### config.mk
export PLATFORM = sky130hd
export DESIGN_NAME = universal_shift_reg
export DESIGN_NICKNAME = d
export VERILOG_FILES = /design/src/rtl/shift_pkg.sv /design/src/rtl/frame_counter.sv /design/src/rtl/universal_shift_reg.sv
export SDC_FILE = /design/constraint.sdc
export NUM_CORES = 1
export LEC_CHECK = 0
export ABC_AREA = 1
export BUFFER_PORTS_ARGS = -buffer_cell sky130_fd_sc_hd__buf_2
export CORE_AREA = 5 5 42 44
export CTS_BUF_LIST = sky130_fd_sc_hd__clkbuf_4 sky130_fd_sc_hd__clkbuf_8
export CTS_CLUSTER_SIZE = 14
export DETAILED_ROUTE_END_ITERATION = 16
export DIE_AREA = 0 0 47 49
export GPL_ROUTABILITY_DRIVEN = 0
export GPL_TIMING_DRIVEN = 0
export SETUP_SLACK_MARGIN = 0.15
export SLEW_MARGIN = 20
export SYNTH_ARGS = -nofsm -noshare
export SYNTH_HDL_FRONTEND = slang
export SYNTH_SLANG_ARGS = --single-unit
### constraint.sdc
create_clock -name clk -period 1.08 [get_ports clk]
set_input_delay 0.216 -clock clk [delete_from_list [all_inputs] [get_ports clk]]
set_output_delay 0.216 -clock clk [all_outputs]
set_load 0.05 [all_outputs]
### src/rtl/shift_pkg.sv
// ---------------------------------------------------------------------------
// shift_pkg
// Shared encodings for the universal shift register: the two-bit mode select
// and the one-bit shift/rotate direction.
// ---------------------------------------------------------------------------
package shift_pkg;

  localparam logic [1:0] MODE_HOLD   = 2'b00;
  localparam logic [1:0] MODE_SHIFT  = 2'b01;
  localparam logic [1:0] MODE_LOAD   = 2'b10;
  localparam logic [1:0] MODE_ROTATE = 2'b11;

  localparam logic DIR_RIGHT = 1'b0;  // toward bit 0
  localparam logic DIR_LEFT  = 1'b1;  // toward bit WIDTH-1

endpackage : shift_pkg

### src/rtl/frame_counter.sv
// ---------------------------------------------------------------------------
// frame_counter
// Counts serial shifts modulo WIDTH and raises a registered one-cycle strobe
// in the cycle after the shift that completes a WIDTH-bit frame.
//
// Ports
//   clk        : clock, rising edge
//   rst        : synchronous active-high reset; clears count and strobe
//   inc        : one serial bit shifted in at this edge
//   clr        : discard the partial count (parallel load); wins over inc
//   frame_done : high for the one cycle following the completing shift
// ---------------------------------------------------------------------------
module frame_counter #(
  parameter int WIDTH = 4
) (
  input  logic clk,
  input  logic rst,
  input  logic inc,
  input  logic clr,
  output logic frame_done
);

  localparam int              CNT_W = $clog2(WIDTH);
  localparam logic [CNT_W-1:0] LAST  = CNT_W'(WIDTH - 1);

  logic [CNT_W-1:0] cnt_q, cnt_d;
  logic             done_q, done_d;

  always_comb begin
    // NOTE: every signal written here gets a default first, so no path leaves
    // it unassigned and no latch is inferred.
    cnt_d  = cnt_q;
    done_d = 1'b0;
    if (clr) begin
      cnt_d = '0;
    end else if (inc) begin
      if (cnt_q == LAST) begin
        cnt_d  = '0;
        done_d = 1'b1;
      end else begin
        cnt_d = cnt_q + CNT_W'(1);
      end
    end
  end

  always_ff @(posedge clk) begin
    // NOTE: non-blocking assignments so every register samples the values
    // from before this edge, regardless of statement order.
    if (rst) begin
      cnt_q  <= '0;
      done_q <= 1'b0;
    end else begin
      cnt_q  <= cnt_d;
      done_q <= done_d;
    end
  end

  assign frame_done = done_q;

endmodule : frame_counter

### src/rtl/universal_shift_reg.sv
// ---------------------------------------------------------------------------
// universal_shift_reg
// WIDTH-bit register with runtime mode select: hold, serial shift, parallel
// load and rotate, in either direction. A frame strobe marks each group of
// WIDTH serial bits assembled since the last reset or load.
//
// Ports
//   clk        : clock, rising edge
//   rst        : synchronous active-high reset
//   en         : clock enable; 0 holds all state
//   mode       : 00 hold, 01 shift, 10 load, 11 rotate
//   dir        : 0 right (toward bit 0), 1 left (toward bit WIDTH-1)
//   si         : serial data in
//   pi         : parallel data in
//   so         : serial data out, the bit that leaves on the next shift
//   po         : parallel data out (register contents)
//   frame_done : one-cycle strobe after the WIDTH-th serial shift
// ---------------------------------------------------------------------------
module universal_shift_reg
  import shift_pkg::*;
#(
  parameter int WIDTH = 4
) (
  input  logic             clk,
  input  logic             rst,
  input  logic             en,
  input  logic [1:0]       mode,
  input  logic             dir,
  input  logic             si,
  input  logic [WIDTH-1:0] pi,
  output logic             so,
  output logic [WIDTH-1:0] po,
  output logic             frame_done
);

  logic [WIDTH-1:0] data_q, data_d;
  logic             cnt_inc, cnt_clr;

  always_comb begin
    data_d  = data_q;
    cnt_inc = 1'b0;
    cnt_clr = 1'b0;
    if (en) begin
      case (mode)
        MODE_SHIFT: begin
          data_d  = (dir == DIR_LEFT) ? {data_q[WIDTH-2:0], si}
                                      : {si, data_q[WIDTH-1:1]};
          cnt_inc = 1'b1;
        end
        MODE_LOAD: begin
          data_d  = pi;
          cnt_clr = 1'b1;
        end
        MODE_ROTATE: begin
          data_d = (dir == DIR_LEFT) ? {data_q[WIDTH-2:0], data_q[WIDTH-1]}
                                     : {data_q[0], data_q[WIDTH-1:1]};
        end
        default: ;  // MODE_HOLD
      endcase
    end
  end

  always_ff @(posedge clk) begin
    if (rst) data_q <= '0;
    else     data_q <= data_d;
  end

  frame_counter #(
    .WIDTH (WIDTH)
  ) u_frame_counter (
    .clk        (clk),
    .rst        (rst),
    .inc        (cnt_inc),
    .clr        (cnt_clr),
    .frame_done (frame_done)
  );

  // Combinational from the register: shows the bit about to be shifted out.
  assign so = (dir == DIR_LEFT) ? data_q[WIDTH-1] : data_q[0];
  assign po = data_q;

endmodule : universal_shift_reg
==> results of run 1 <==
==> final cells by class <==
class                      count  area (µm²)  share of cell area (%)
multi-input combinational     57         278                    39.0
timing repair buffer          22         178                    25.0
sequential                     7         158                    22.1
inverter                      10        37.5                    5.27
clock buffer                   4        30.0                    4.22
tap                           16        20.0                    2.81
buffer                         1        11.3                    1.58
==> per-stage QoR <==
stage	total power, mW	instance area, µm²	setup WS [ns]	cells	utilization, %
after floorplan	0.434	450	0.0295	75	-
after global placement	0.488	546	0.0420	106	38.9
after detailed placement	0.489	546	0.0445	106	38.9
after CTS	0.803	667	-0.00372	115	47.6
after global routing	0.874	712	-0.0609	117	50.8
final	0.813	712	-0.0248	117	50.8
==> metal layers <==
| layer | vias to the layer above | share of wire [%] |
|---|---|---|
| met2 | 12 | 54 |
| met1 | 230 | 38 |
| li1 | 285 | - |
| met5 | - | 0 |
| met4 | 0 | 0 |
| met3 | 0 | 7.9 |
==> critical path, stage by stage (launching register included) <==
cell and delay [ns]:
sky130_fd_sc_hd__dfxtp_4 0.37, sky130_fd_sc_hd__nand2_2 0.06, sky130_fd_sc_hd__nand2_2 0.07, sky130_fd_sc_hd__buf_8 0.14
==> synthesized netlist by cell type (all sizes together) <==
cell type / number
nor2: 5
dfxtp: 7
nand3: 5
a21oi: 4
nand2: 36
buf: 1
o21ai: 6
ha: 1
inv: 10
==> kinds of logic (layout without fill, tap and decap cells) <==
kind of cell,count (synthesis),count (layout),share of synthesized area (%)
flops,7,7,31.8
compound gates,10,10,11.4
fa+ha+maj,1,1,2.84
simple gates,46,46,42.9
buf+inv,11,37,11.1
==> worst paths after layout <==
check / to / slack [ns] / from
min reg2reg: u_frame_counter.cnt_q[1]$_SDFFE_PP0P_ / 0.48 / u_frame_counter.cnt_q[1]$_SDFFE_PP0P_
max: so / -0.02 / po[0]$_SDFFE_PP0P_
max reg2reg: po[0]$_SDFFE_PP0P_ / 0.11 / po[3]$_SDFFE_PP0P_
min: u_frame_counter.frame_done$_SDFF_PP0_ / 0.27 / rst
==> flip-flops by register name, indices dropped and copies added, names as in the netlist <==
name / cells
po: 4
u_frame_counter.cnt_q: 2
u_frame_counter.frame_done: 1
==> power breakdown <==
group / switching [mW] / total, mW / internal [mW]
combinational: 0.149 / 0.258 / 0.110
sequential: 0.0170 / 0.291 / 0.274
clock: 0.0981 / 0.264 / 0.166
total: 0.264 / 0.813 / 0.550
==> timing repair <==
| item | 4_1_cts | 5_1_grt |
|---|---|---|
| setup endpoints to repair | 6 | 11 |
| pin swaps | 2 | 8 |
| resized for setup | 18 | 10 |
| hold buffers | 0 | 0 |
| buffers inserted | 5 | 2 |
==> out/qor.log, run 1 <==
[floorplanning] I/O pins 17
[route] drt initial violations 5
[yosys] synthesis warning total 0
[yosys] Post-Syn Area 440 µm²
[cells_and_area] most frequent cells in the layout sky130_fd_sc_hd__nand2_1 (28), sky130_fd_sc_hd__buf_2 (10), sky130_fd_sc_hd__inv_1 (9), sky130_fd_sc_hd__nand2_2 (7), sky130_fd_sc_hd__buf_4 (7)
[cells_and_area] antenna cells 0
[worst_hold_path] path category of the worst min-delay check input port to register
[yosys] mean area per synthesized cell 5.87 µm²
[setup_path] startpoint kind of the worst setup timing path register
[floorplanning] Die X-Extent 47 µm
[sta] Hold Vio Cnt, Final 0
[sta] least setup slack across all paths after layout -0.0248 ns
[clock_tree] buffer cell driving the clock tree root sky130_fd_sc_hd__clkbuf_4
[route] vias after detailed routing 527
[grt] remaining global-route overflow 0
[sta] Final Setup Violations 2
[yosys] Cell variety after synth 13
[route] via density per instance 4.50
[clock_tree] number of clock buffers inserted by TritonCTS 3
[setup_path] crit path kind register to output port
[grt] first-pass GRT wire length 2060 µm
[run_status] outcome complete, but fails checks
[grt] via count of the first global-routing pass 531
[sta] Max Transition Viols Final 0
[floorplanning] num rows 14
[sta] Final Skew 0.000196 ns
[yosys] ranking of synthesized cells by area sky130_fd_sc_hd__dfxtp_1 (32%), sky130_fd_sc_hd__nand2_1 (28%), sky130_fd_sc_hd__inv_1 (7.7%)
[grt] initial antenna violation count 0
[route] remaining design rule violation count 0
[floorplanning] effective utilization at floorplan 31.4%
[sta] highest clock frequency the design can meet 905 MHz
[yosys] share of synthesized area occupied by flip-flops and latches 31.8%
[sta] TNS Setup -0.0351 ns
[yosys] post-synthesis sequential element count 7
[clock_tree] clock input transition at the sequential cells of the worst setup and hold paths 0.06 ns
[power] worst ir drop on vdd 0.765 mV
[sta] measured slew at the worst slew-check pin 0.248 ns
[power] power density cells 1140 nW/µm²
[clock_tree] number of sinks on the clock net 7
[cells_and_area] layout overhead on the synthesized area 61.6%
[clock_tree] clock tree from TritonCTS built
[grt] GRT Total Usage 12.2%
[route] sum of routed wire length over all layers 1170 µm
[setup_path] cell depth of the worst flop-to-flop path 8
[placed_design] count of port buffers added during placement 15
[floorplanning] area of the core 1400 µm²
[run_status] failing checks setup timing
[setup_path] required time at the worst-slack endpoint 0.86 ns
[grt] pin count of the biggest net entering global routing 9
[grt] met2 usage 21.5%
[sta] worst hold slack 0.274 ns
[grt] routing layer with the top usage in global route met2
[sta] share of the clock period used by the worst path 102%
[yosys] area leader, netlist sky130_fd_sc_hd__dfxtp_1
[cells_and_area] leading cell type in the layout, fill and taps excluded sky130_fd_sc_hd__nand2_1
[clock_tree] clock latency at the later pin of the worst-skew pair 0.25 ns
[worst_hold_path] cell depth of the worst min-delay path 4
[floorplanning] DIE HEIGHT 49 µm
[placed_design] post-detail-place hpwl 831 µm
[route] WL per Instance 10.0 µm
[cells_and_area] net count reported at finish 114
[grt] met1 layer usage reported by global route 12.1%
[clock_tree] H-tree levels 1
[sta] setup repair after global routing missed its margin true
[floorplanning] Die Area 2300 µm²
[clock_tree] maximum root-to-sink buffer count 2
[grt] GRT met3 Usage 7.38%
[route] first drt pass iteration count 4
[yosys] Mapped Cells 75
[setup_path] arrival time of the worst setup path 0.89 ns
[cells_and_area] number of filler instances in the final layout 142
[power] cell leakage power 0.392 nW
[yosys] portion of synthesized cell area occupied by the leading cell type 31.8%
[sta] Rel. slew slack 83.6%
[cells_and_area] share of layout cells above drive strength 1 45.5%
[setup_path] crit path max fanout 3
[sta] minimum clock period after layout 1.10 ns
[route] remaining antenna violation count 0
[setup_path] category of the worst setup path capture point output port
[job] count of maximum capacitance violations 0
[yosys] number of nets in the synthesized netlist 87
(Power assumes the default switching activity.)
==> run 2, diff against run 1 <==
--- a/config.mk
+++ b/config.mk
@@ -5,16 +5,16 @@
 export SDC_FILE = /design/constraint.sdc
 export NUM_CORES = 1
 export LEC_CHECK = 0
-export ABC_AREA = 1
-export BUFFER_PORTS_ARGS = -buffer_cell sky130_fd_sc_hd__buf_2
 export CORE_AREA = 5 5 42 44
 export CTS_BUF_LIST = sky130_fd_sc_hd__clkbuf_4 sky130_fd_sc_hd__clkbuf_8
 export CTS_CLUSTER_SIZE = 14
 export DETAILED_ROUTE_END_ITERATION = 16
 export DIE_AREA = 0 0 47 49
+export DONT_BUFFER_PORTS = 1
 export GPL_ROUTABILITY_DRIVEN = 0
 export GPL_TIMING_DRIVEN = 0
 export SETUP_SLACK_MARGIN = 0.15
+export SKIP_LAST_GASP = 1
 export SLEW_MARGIN = 20
 export SYNTH_ARGS = -nofsm -noshare
 export SYNTH_HDL_FRONTEND = slang
==> run 2 against run 1 <==
The run still ends with setup timing left. Total power is 11% lower. Worst hold slack got worse by 0.18 ns. Non-clock buffer count fell by 15. Critical endpoint unchanged. Die area unchanged.
==> out/qor.log, run 2 <==
[clock_tree] H-tree levels 1 [unchanged]
[floorplanning] num rows 14 [unchanged]
[setup_path] crit path max fanout 4 [+1]
[run_status] outcome complete, but fails checks
[floorplanning] Die Area 2300 µm² [unchanged]
[yosys] most common cell in the synthesized netlist sky130_fd_sc_hd__a21oi_1
[clock_tree] maximum root-to-sink buffer count 2 [unchanged]
[sta] Final Skew 0.000722 ns [+0.000525 ns]
[power] P_int 503 µW [-8.5%]
[sta] measured slew at the worst slew-check pin 0.363 ns [+0.115 ns]
[route] first drt pass iteration count 3 [-1]
[cells_and_area] number of filler instances in the final layout 151 [+6.3%]
[yosys] Post-Syn Area 477 µm² [+8.2%]
[setup_path] arrival time of the worst setup path 0.94 ns [+0.05 ns]
[route] sum of routed wire length over all layers 1150 µm [-2.0%]
[grt] first-pass GRT wire length 1810 µm [-12%]
[cells_and_area] Layout Utilization 46.1% [-4.7 points]
[yosys] asr flop ratio synth 0% [unchanged]
[setup_path] required time at the worst-slack endpoint 0.86 ns [about the same]
[yosys] mean area per synthesized cell 8.51 µm² [+45%]
[yosys] post-synthesis sequential element count 7 [unchanged]
[cells_and_area] leading cell type in the layout, fill and taps excluded sky130_fd_sc_hd__a21oi_1
[yosys] ranking of synthesized cells by area sky130_fd_sc_hd__dfxtp_1 (29%), sky130_fd_sc_hd__a21oi_1 (8.4%), sky130_fd_sc_hd__buf_6 (7.1%)
[route] remaining antenna violation count 0 [unchanged]
[grt] initial antenna violation count 0 [unchanged]
[setup_path] delay of the slowest cell on the worst path 0.46 ns [+0.09 ns]
[clock_tree] clock latency at the later pin of the worst-skew pair 0.25 ns [about the same]
[power] Switching Power 219 µW [-17%]
[grt] pin count of the biggest net entering global routing 11 [+2]
[cells_and_area] layout overhead on the synthesized area 35.4%
[placed_design] count of port buffers added during placement 0 [-15]
[sta] Max Transition Viols Final 0 [unchanged]
[floorplanning] effective utilization at floorplan 34.0% [+2.6 points]
[setup_path] slowest stage cell on the critical path sky130_fd_sc_hd__dfxtp_4
[route] via density per instance 5.20 [+15%]
[power] part of the total power dissipated in combinational logic 19.2% [-13 points]
[cells_and_area] net count reported at finish 77 [-32%]
[power] switch share 30.4% [-2.0 points]
[grt] via count of the first global-routing pass 405 [-24%]
[power] Reg power frac 43.8% [+8.0 points]
[route] vias after detailed routing 416 [-21%]
[sta] Hold Vio Cnt, Final 0 [unchanged]
[sta] highest clock frequency the design can meet 864 MHz [-4.5%]
[grt] remaining global-route overflow 0 [unchanged]
[sta] worst hold slack 0.0944 ns [-0.180 ns]
[sta] least setup slack across all paths after layout -0.0772 ns [-0.0524 ns]
[sta] share of the clock period used by the worst path 107% [+4.9 points]
[worst_hold_path] path category of the worst min-delay check input port to register
[sta] setup repair after global routing missed its margin true
[yosys] EDFF count, synth 0 [unchanged]
[clock_tree] number of sinks on the clock net 7 [unchanged]
[yosys] area leader, netlist sky130_fd_sc_hd__dfxtp_1
[yosys] ys flop type sky130_fd_sc_hd__dfxtp_1
[power] worst ir drop on vdd 0.408 mV [-47%]
[placed_design] placed cell count 72 [-32%]
[cells_and_area] number of flip-flops under the largest register name 4 [unchanged]
[clock_tree] buffer cell driving the clock tree root sky130_fd_sc_hd__clkbuf_4
[route] WL per Instance 14.4 µm [+43%]
[cells_and_area] Final Non-Filler Cells 80 [-32%]
[yosys] number of nets in the synthesized netlist 68 [-22%]
[job] count of maximum capacitance violations 0 [unchanged]
[floorplanning] Die X-Extent 47 µm [unchanged]
[clock_tree] clock tree from TritonCTS built
[sta] Rel. slew slack 75.8% [-7.8 points]
[cells_and_area] most frequent cells in the layout sky130_fd_sc_hd__a21oi_1 (7), sky130_fd_sc_hd__dfxtp_4 (5), sky130_fd_sc_hd__buf_6 (4), sky130_fd_sc_hd__nand2_1 (4), sky130_fd_sc_hd__clkbuf_4 (4)
[sta] minimum clock period after layout 1.16 ns [+0.0524 ns]
[floorplanning] DIE HEIGHT 49 µm [unchanged]
[cells_and_area] share of layout cells above drive strength 1 46.9% [+1.3 points]
[yosys] synthesis warning total 0 [unchanged]
[floorplanning] area of the core 1400 µm² [unchanged]
[route] remaining design rule violation count 0 [unchanged]
[grt] GRT Total Usage 11.1% [-1.0 points]
[yosys] Mapped Cells 56 [-25%]
[setup_path] crit path kind register to output port
[run_status] failing checks setup timing
[clock_tree] number of clock buffers inserted by TritonCTS 3 [unchanged]
[route] drt initial violations 3 [-2]
[cells_and_area] antenna cells 0 [unchanged]
[power] part of the power in the clock network 37.0% [+4.5 points]
[setup_path] ordered list of cells on the worst path nand2b_4 > nand2_8
[setup_path] startpoint kind of the worst setup timing path register
[yosys] Cell variety after synth 24 [+11]
[yosys] portion of synthesized cell area occupied by the leading cell type 29.4% [-2.4 points]
[clock_tree] clock input transition at the sequential cells of the worst setup and hold paths 0.05 ns [about the same]
[yosys] share of synthesized area occupied by flip-flops and latches 29.4% [-2.4 points]
[power] cell leakage power 0.262 nW [-33%]
[floorplanning] I/O pins 17 [unchanged]
[setup_path] category of the worst setup path capture point output port
[power] power density cells 1120 nW/µm² [-2.1%]
[yosys] leading post-synthesis cells by instance count sky130_fd_sc_hd__a21oi_1 (8), sky130_fd_sc_hd__dfxtp_1 (7), sky130_fd_sc_hd__nand2_1 (7), sky130_fd_sc_hd__buf_6 (3), sky130_fd_sc_hd__nand2b_1 (3)
[sta] Final Setup Violations 2 [unchanged]
[placed_design] post-detail-place hpwl 806 µm [-3.0%]
[run 2: changes by cell type after synthesis, moves of 3 or more]
cell	previous run	this run
sky130_fd_sc_hd__a21oi_1	4	8
sky130_fd_sc_hd__inv_1	9	2
sky130_fd_sc_hd__nand2_1	33	7
sky130_fd_sc_hd__nand2_2	3	0
sky130_fd_sc_hd__nand2b_1	0	3
sky130_fd_sc_hd__nand3_1	5	0
sky130_fd_sc_hd__nor2_1	4	1
[run 2: final timing paths]
kind,from,endpoint,slack [ns],cells past startpoint
min,en,u_frame_counter.frame_done$_SDFF_PP0_,0.09,2
max,po[0]$_SDFFE_PP0P_,so,-0.08,2
min reg2reg,u_frame_counter.cnt_q[1]$_SDFFE_PP0P_,u_frame_counter.cnt_q[1]$_SDFFE_PP0P_,0.60,3
max reg2reg,po[0]$_SDFFE_PP0P_,po[3]$_SDFFE_PP0P_,-0.03,5
[run 2: per-layer routing]
metal	vias to the layer above	GRT usage (%)	share of wire (%)
li1	215	-	-
met1	189	11.9	41
met2	12	16.5	50
met3	0	8.12	9.6
met4	0	4.15	0
met5	-	0	0
[run 2: area by class of cell]
class / count / area (µm²) / area share (%)
plain buffers: 4 / 37.5 / 5.81
well taps: 16 / 20.0 / 3.10
multi-input cells: 43 / 355 / 55.0
flip-flops and latches: 7 / 161 / 25.0
repair buffers: 4 / 33.8 / 5.23
clock buffers: 4 / 30.0 / 4.65
inverters: 2 / 7.51 / 1.16
[run 2: what timing repair did]
item	in CTS	in global routing
endpoints found under the setup margin	12	11
pin swaps	6	4
setup buffers	3	1
gates resized for setup	9	3
hold buffers	0	0
[run 2: cells by family (layout without fill, tap and decap cells)]
group                    count (synthesis)  in the layout  share of synthesized area, %
AND/OR/NAND/NOR                         21             21                          26.8
buffers and inverters                    6             14                          9.45
adder cells (fa/ha/maj)                  1              1                          2.62
AO/OA/AOI/OAI                           17             17                          21.3
flip-flops                               7              7                          29.4
multiplexers                             4              4                          10.5
[run 2: critical path: cells and delay by family, from the launching register on]
family,cells,cell delay (ns)
simple gates,2,0.22
flops,1,0.46
[run 2: power groups by stage]
stage          registers, mW  logic, mW  clock network [mW]
2_1_floorplan          0.317      0.103                   0
3_3_place_gp           0.322      0.116                   0
3_5_place_dp           0.322      0.117                   0
4_1_cts                0.315      0.132               0.284
5_1_grt                0.318      0.150               0.296
6_report               0.316      0.139               0.267
[run 2: through the flow]
step	setup TNS, ns	setup slack [ns]	instance area (µm²)	total power, mW
after detailed placement	0	0.00249	534	0.439
after floorplan	0	0.0560	514	0.420
after global routing	-0.188	-0.111	646	0.765
final	-0.110	-0.0772	646	0.722
after global placement	0	0.0207	534	0.438
after CTS	-0.0953	-0.0941	617	0.731
==> run 3, diff against run 2 <==
--- a/config.mk
+++ b/config.mk
@@ -18,4 +18,5 @@
 export SLEW_MARGIN = 20
 export SYNTH_ARGS = -nofsm -noshare
 export SYNTH_HDL_FRONTEND = slang
+export SYNTH_HIERARCHICAL = 1
 export SYNTH_SLANG_ARGS = --single-unit
==> run 3 against run 2 <==
The run still ends with setup timing left. Area after synthesis shrank 6.3%. Critical path depth is 1 lower. Clock power increased by 3%. Via count fell by 9.4%. Synthesized cell count shrank 18%. Critical path type unchanged. Largest cell class unchanged. Largest power group unchanged.
==> out/qor.log, run 3 <==
[yosys] synthesis warning total 6 [+6]
[clock_tree] maximum root-to-sink buffer count 2 [unchanged]
[setup_path] largest delay contributor family on the critical path flip-flops
[route] remaining antenna violation count 0 [unchanged]
[floorplanning] Die Area 2300 µm² [unchanged]
[floorplanning] I/O pins 17 [unchanged]
[clock_tree] H-tree levels 1 [unchanged]
[yosys] number of nets in the synthesized netlist 58 [-15%]
[setup_path] cell depth of the worst flop-to-flop path 3 [-2]
[setup_path] origin of the critical flop-to-flop path u_frame_counter/cnt_q[1]$_SDFFE_PP0P_
[grt] remaining global-route overflow 0 [unchanged]
[grt] initial antenna violation count 0 [unchanged]
[yosys] portion of synthesized cell area occupied by the leading cell type 31.4% [+2.0 points]
[route] sum of routed wire length over all layers 1040 µm [-9.8%]
[clock_tree] count of buffers added by post-CTS timing repair for setup 0 [-3]
[cells_and_area] number of flip-flops under the largest register name 4 [unchanged]
[sta] share of the clock period used by the worst path 116% [+9.0 points]
[cells_and_area] most frequent cells in the layout sky130_fd_sc_hd__dfxtp_4 (5), sky130_fd_sc_hd__clkbuf_4 (4), sky130_fd_sc_hd__mux2_4 (3), sky130_fd_sc_hd__nand2_1 (3)
[placed_design] count of port buffers added during placement 0 [unchanged]
[floorplanning] num rows 14 [unchanged]
[setup_path] startpoint kind of the worst setup timing path register
[yosys] most common cell in the synthesized netlist sky130_fd_sc_hd__dfxtp_1
[yosys] mean area per synthesized cell 9.71 µm² [+14%]
[clock_tree] clock latency at the later pin of the worst-skew pair 0.26 ns [about the same]
[cells_and_area] net count reported at finish 65 [-16%]
[job] count of maximum capacitance violations 0 [unchanged]
[route] remaining design rule violation count 0 [unchanged]
[placed_design] post-detail-place hpwl 739 µm [-8.2%]
[sta] Max Transition Viols Final 0 [unchanged]
[yosys] post-synthesis sequential element count 7 [unchanged]
[clock_tree] clock input transition at the sequential cells of the worst setup and hold paths 0.06 ns [about the same]
[sta] TNS Setup -0.214 ns [-0.104 ns]
[worst_hold_path] cell depth of the worst min-delay path 1 [-1]
[setup_path] ordered list of cells on the worst path mux2_4
[setup_path] RR Endpoint u_frame_counter/cnt_q[0]$_SDFFE_PP0P_
[floorplanning] DIE HEIGHT 49 µm [unchanged]
[power] worst ir drop on vdd 0.520 mV [+28%]
[clock_tree] clock tree from TritonCTS built
[yosys] area leader, netlist sky130_fd_sc_hd__dfxtp_1
[power] power density cells 1210 nW/µm² [+7.9%]
[sta] minimum clock period after layout 1.25 ns [+0.0974 ns]
[floorplanning] area of the core 1400 µm² [unchanged]
[yosys] Cell variety after synth 24 [unchanged]
[setup_path] crit path kind register to output port
[setup_path] Critical path buffers and inverters 0 [unchanged]
[sta] Rel. slew slack 86.6% [+11 points]
[setup_path] delay of the slowest cell on the worst path 0.41 ns [-0.05 ns]
[grt] first-pass GRT wire length 1630 µm [-9.9%]
[cells_and_area] leading cell type in the layout, fill and taps excluded sky130_fd_sc_hd__dfxtp_4
[route] vias after detailed routing 377 [-9.4%]
[setup_path] arrival time of the worst setup path 1.04 ns [+0.10 ns]
[sta] least setup slack across all paths after layout -0.175 ns [-0.0974 ns]
[route] via density per instance 5.54 [+6.6%]
[yosys] leading post-synthesis cells by instance count sky130_fd_sc_hd__dfxtp_1 (7), sky130_fd_sc_hd__mux2_2 (3), sky130_fd_sc_hd__mux2i_1 (3), sky130_fd_sc_hd__nand2_1 (3)
[setup_path] required time at the worst-slack endpoint 0.86 ns [about the same]
[sta] highest clock frequency the design can meet 797 MHz [-7.8%]
[setup_path] launch point of the critical path po[0]$_SDFFE_PP0P_
[route] WL per Instance 15.2 µm [+6.2%]
[sta] measured slew at the worst slew-check pin 0.199 ns [-0.164 ns]
[power] cell leakage power 0.217 nW [-17%]
[yosys] asr flop ratio synth 0% [unchanged]
[grt] via count of the first global-routing pass 381 [-5.9%]
[sta] setup repair after global routing missed its margin true
[clock_tree] buffer cell driving the clock tree root sky130_fd_sc_hd__clkbuf_4
[floorplanning] Die X-Extent 47 µm [unchanged]
[clock_tree] number of sinks on the clock net 7 [unchanged]
[grt] GRT Total Usage 10.1% [-1.1 points]
[grt] pin count of the biggest net entering global routing 11 [unchanged]
[setup_path] number of logic stages on the critical path including buffering 1 [-1]
[setup_path] slowest stage cell on the critical path sky130_fd_sc_hd__dfxtp_4
[setup_path] category of the worst setup path capture point output port
[worst_hold_path] Min-Delay Startpoint rst
[clock_tree] number of clock buffers inserted by TritonCTS 3 [unchanged]
[route] drt initial violations 3 [unchanged]
[yosys] EDFF count, synth 0 [unchanged]
[route] first drt pass iteration count 3 [unchanged]
[cells_and_area] antenna cells 0 [unchanged]
[cells_and_area] layout overhead on the synthesized area 34.5%
[setup_path] crit path max fanout 5 [+1]
[cells_and_area] final design instance area without fill 601 µm² [-7.0%]
[run_status] failing checks setup timing
[run_status] outcome complete, but fails checks
[sta] Final Setup Violations 2 [unchanged]
[yosys] ranking of synthesized cells by area sky130_fd_sc_hd__dfxtp_1 (31%), sky130_fd_sc_hd__mux2_2 (7.6%), sky130_fd_sc_hd__mux2i_1 (6.7%)
[worst_hold_path] path category of the worst min-delay check input port to register
[cells_and_area] share of layout cells above drive strength 1 50.0% [+3.1 points]
[yosys] ys flop type sky130_fd_sc_hd__dfxtp_1
[sta] Final Skew 0.00520 ns [+0.00448 ns]
[worst_hold_path] Hold Crit Endpoint u_frame_counter/cnt_q[1]$_SDFFE_PP0P_
[sta] Hold Vio Cnt, Final 0 [unchanged]
[placed_design] Placement Cell Area 497 µm² [-7.0%]
[setup_path] setup slack on the worst flop-to-flop path -0.04 ns [about the same]
[yosys] Mapped Cells 46 [-18%]
[floorplanning] effective utilization at floorplan 31.9% [-2.1 points]
[yosys] Post-Syn Area 447 µm² [-6.3%]
[yosys] share of synthesized area occupied by flip-flops and latches 31.4% [+2.0 points]
-- run 3: through the flow --
step                cells  setup slack, ns  utilization, %  hold WS (ns)  power [mW]
finish                 68           -0.175            42.9        0.0180       0.725
global route           68           -0.209            42.9       0.00632       0.770
CTS                    67           -0.189            39.6       0.00869       0.719
detailed placement     62           -0.124            35.4         0.279       0.432
global placement       62           -0.108            35.4         0.278       0.431
floorplan              46          -0.0643               -         0.275       0.417
-- run 3: worst max-delay path by stage --
stage / end
2_1_floorplan: u_frame_counter/cnt_q[0]$_SDFFE_PP0P_
3_3_place_gp: u_frame_counter/cnt_q[0]$_SDFFE_PP0P_
3_5_place_dp: u_frame_counter/cnt_q[0]$_SDFFE_PP0P_
4_1_cts: so
5_1_grt: so
6_report: so
-- run 3: final cells by class --
cell class                      count  area, µm²
Timing Repair Buffer                2       20.0
Fill cell                         140        801
Inverter                            1       3.75
Multi-Input combinational cell     36        340
Buffer                              2       26.3
Clock buffer                        4       30.0
Tap cell                           16       20.0
Sequential cell                     7        160
-- run 3: repair_timing --
action,in CTS,in global routing
hold endpoints to repair,2,3
pin swaps,4,1
gates resized for setup,5,6
setup endpoints to repair,11,11
hold buffers,1,1
-- run 3: power by group --
| group | leakage [nW] | internal, mW | switching [mW] |
|---|---|---|---|
| logic | 0.137 | 0.0722 | 0.0619 |
| registers | 0.0611 | 0.266 | 0.0502 |
| clock network | 0.0184 | 0.167 | 0.107 |
-- run 3: worst reg2reg max path, stage by stage (launching register included) --
cell,delay [ns]
sky130_fd_sc_hd__dfxtp_1,0.33
sky130_fd_sc_hd__ha_4,0.16
sky130_fd_sc_hd__or3b_1,0.36
sky130_fd_sc_hd__a211oi_2,0.18
-- run 3: per-layer routing --
metal,vias up,wire (µm),global-route usage [%]
met3,2,113,8.12
met1,176,394,9.93
met4,0,15,4.15
li1,185,-,-
met5,-,0,0
met2,14,513,15.2
-- run 3: cells by family (layout without fill, tap and decap cells) --
family                   count (synthesis)  in the layout  share of synthesized area [%]
AND/OR/NAND/NOR                         14             14                           16.5
AO/OA/AOI/OAI                           13             13                           22.4
multiplexers                             8              8                           21.0
flip-flops                               7              7                           31.4
buffers and inverters                    3              9                           5.88
adder cells (fa/ha/maj)                  1              1                           2.80
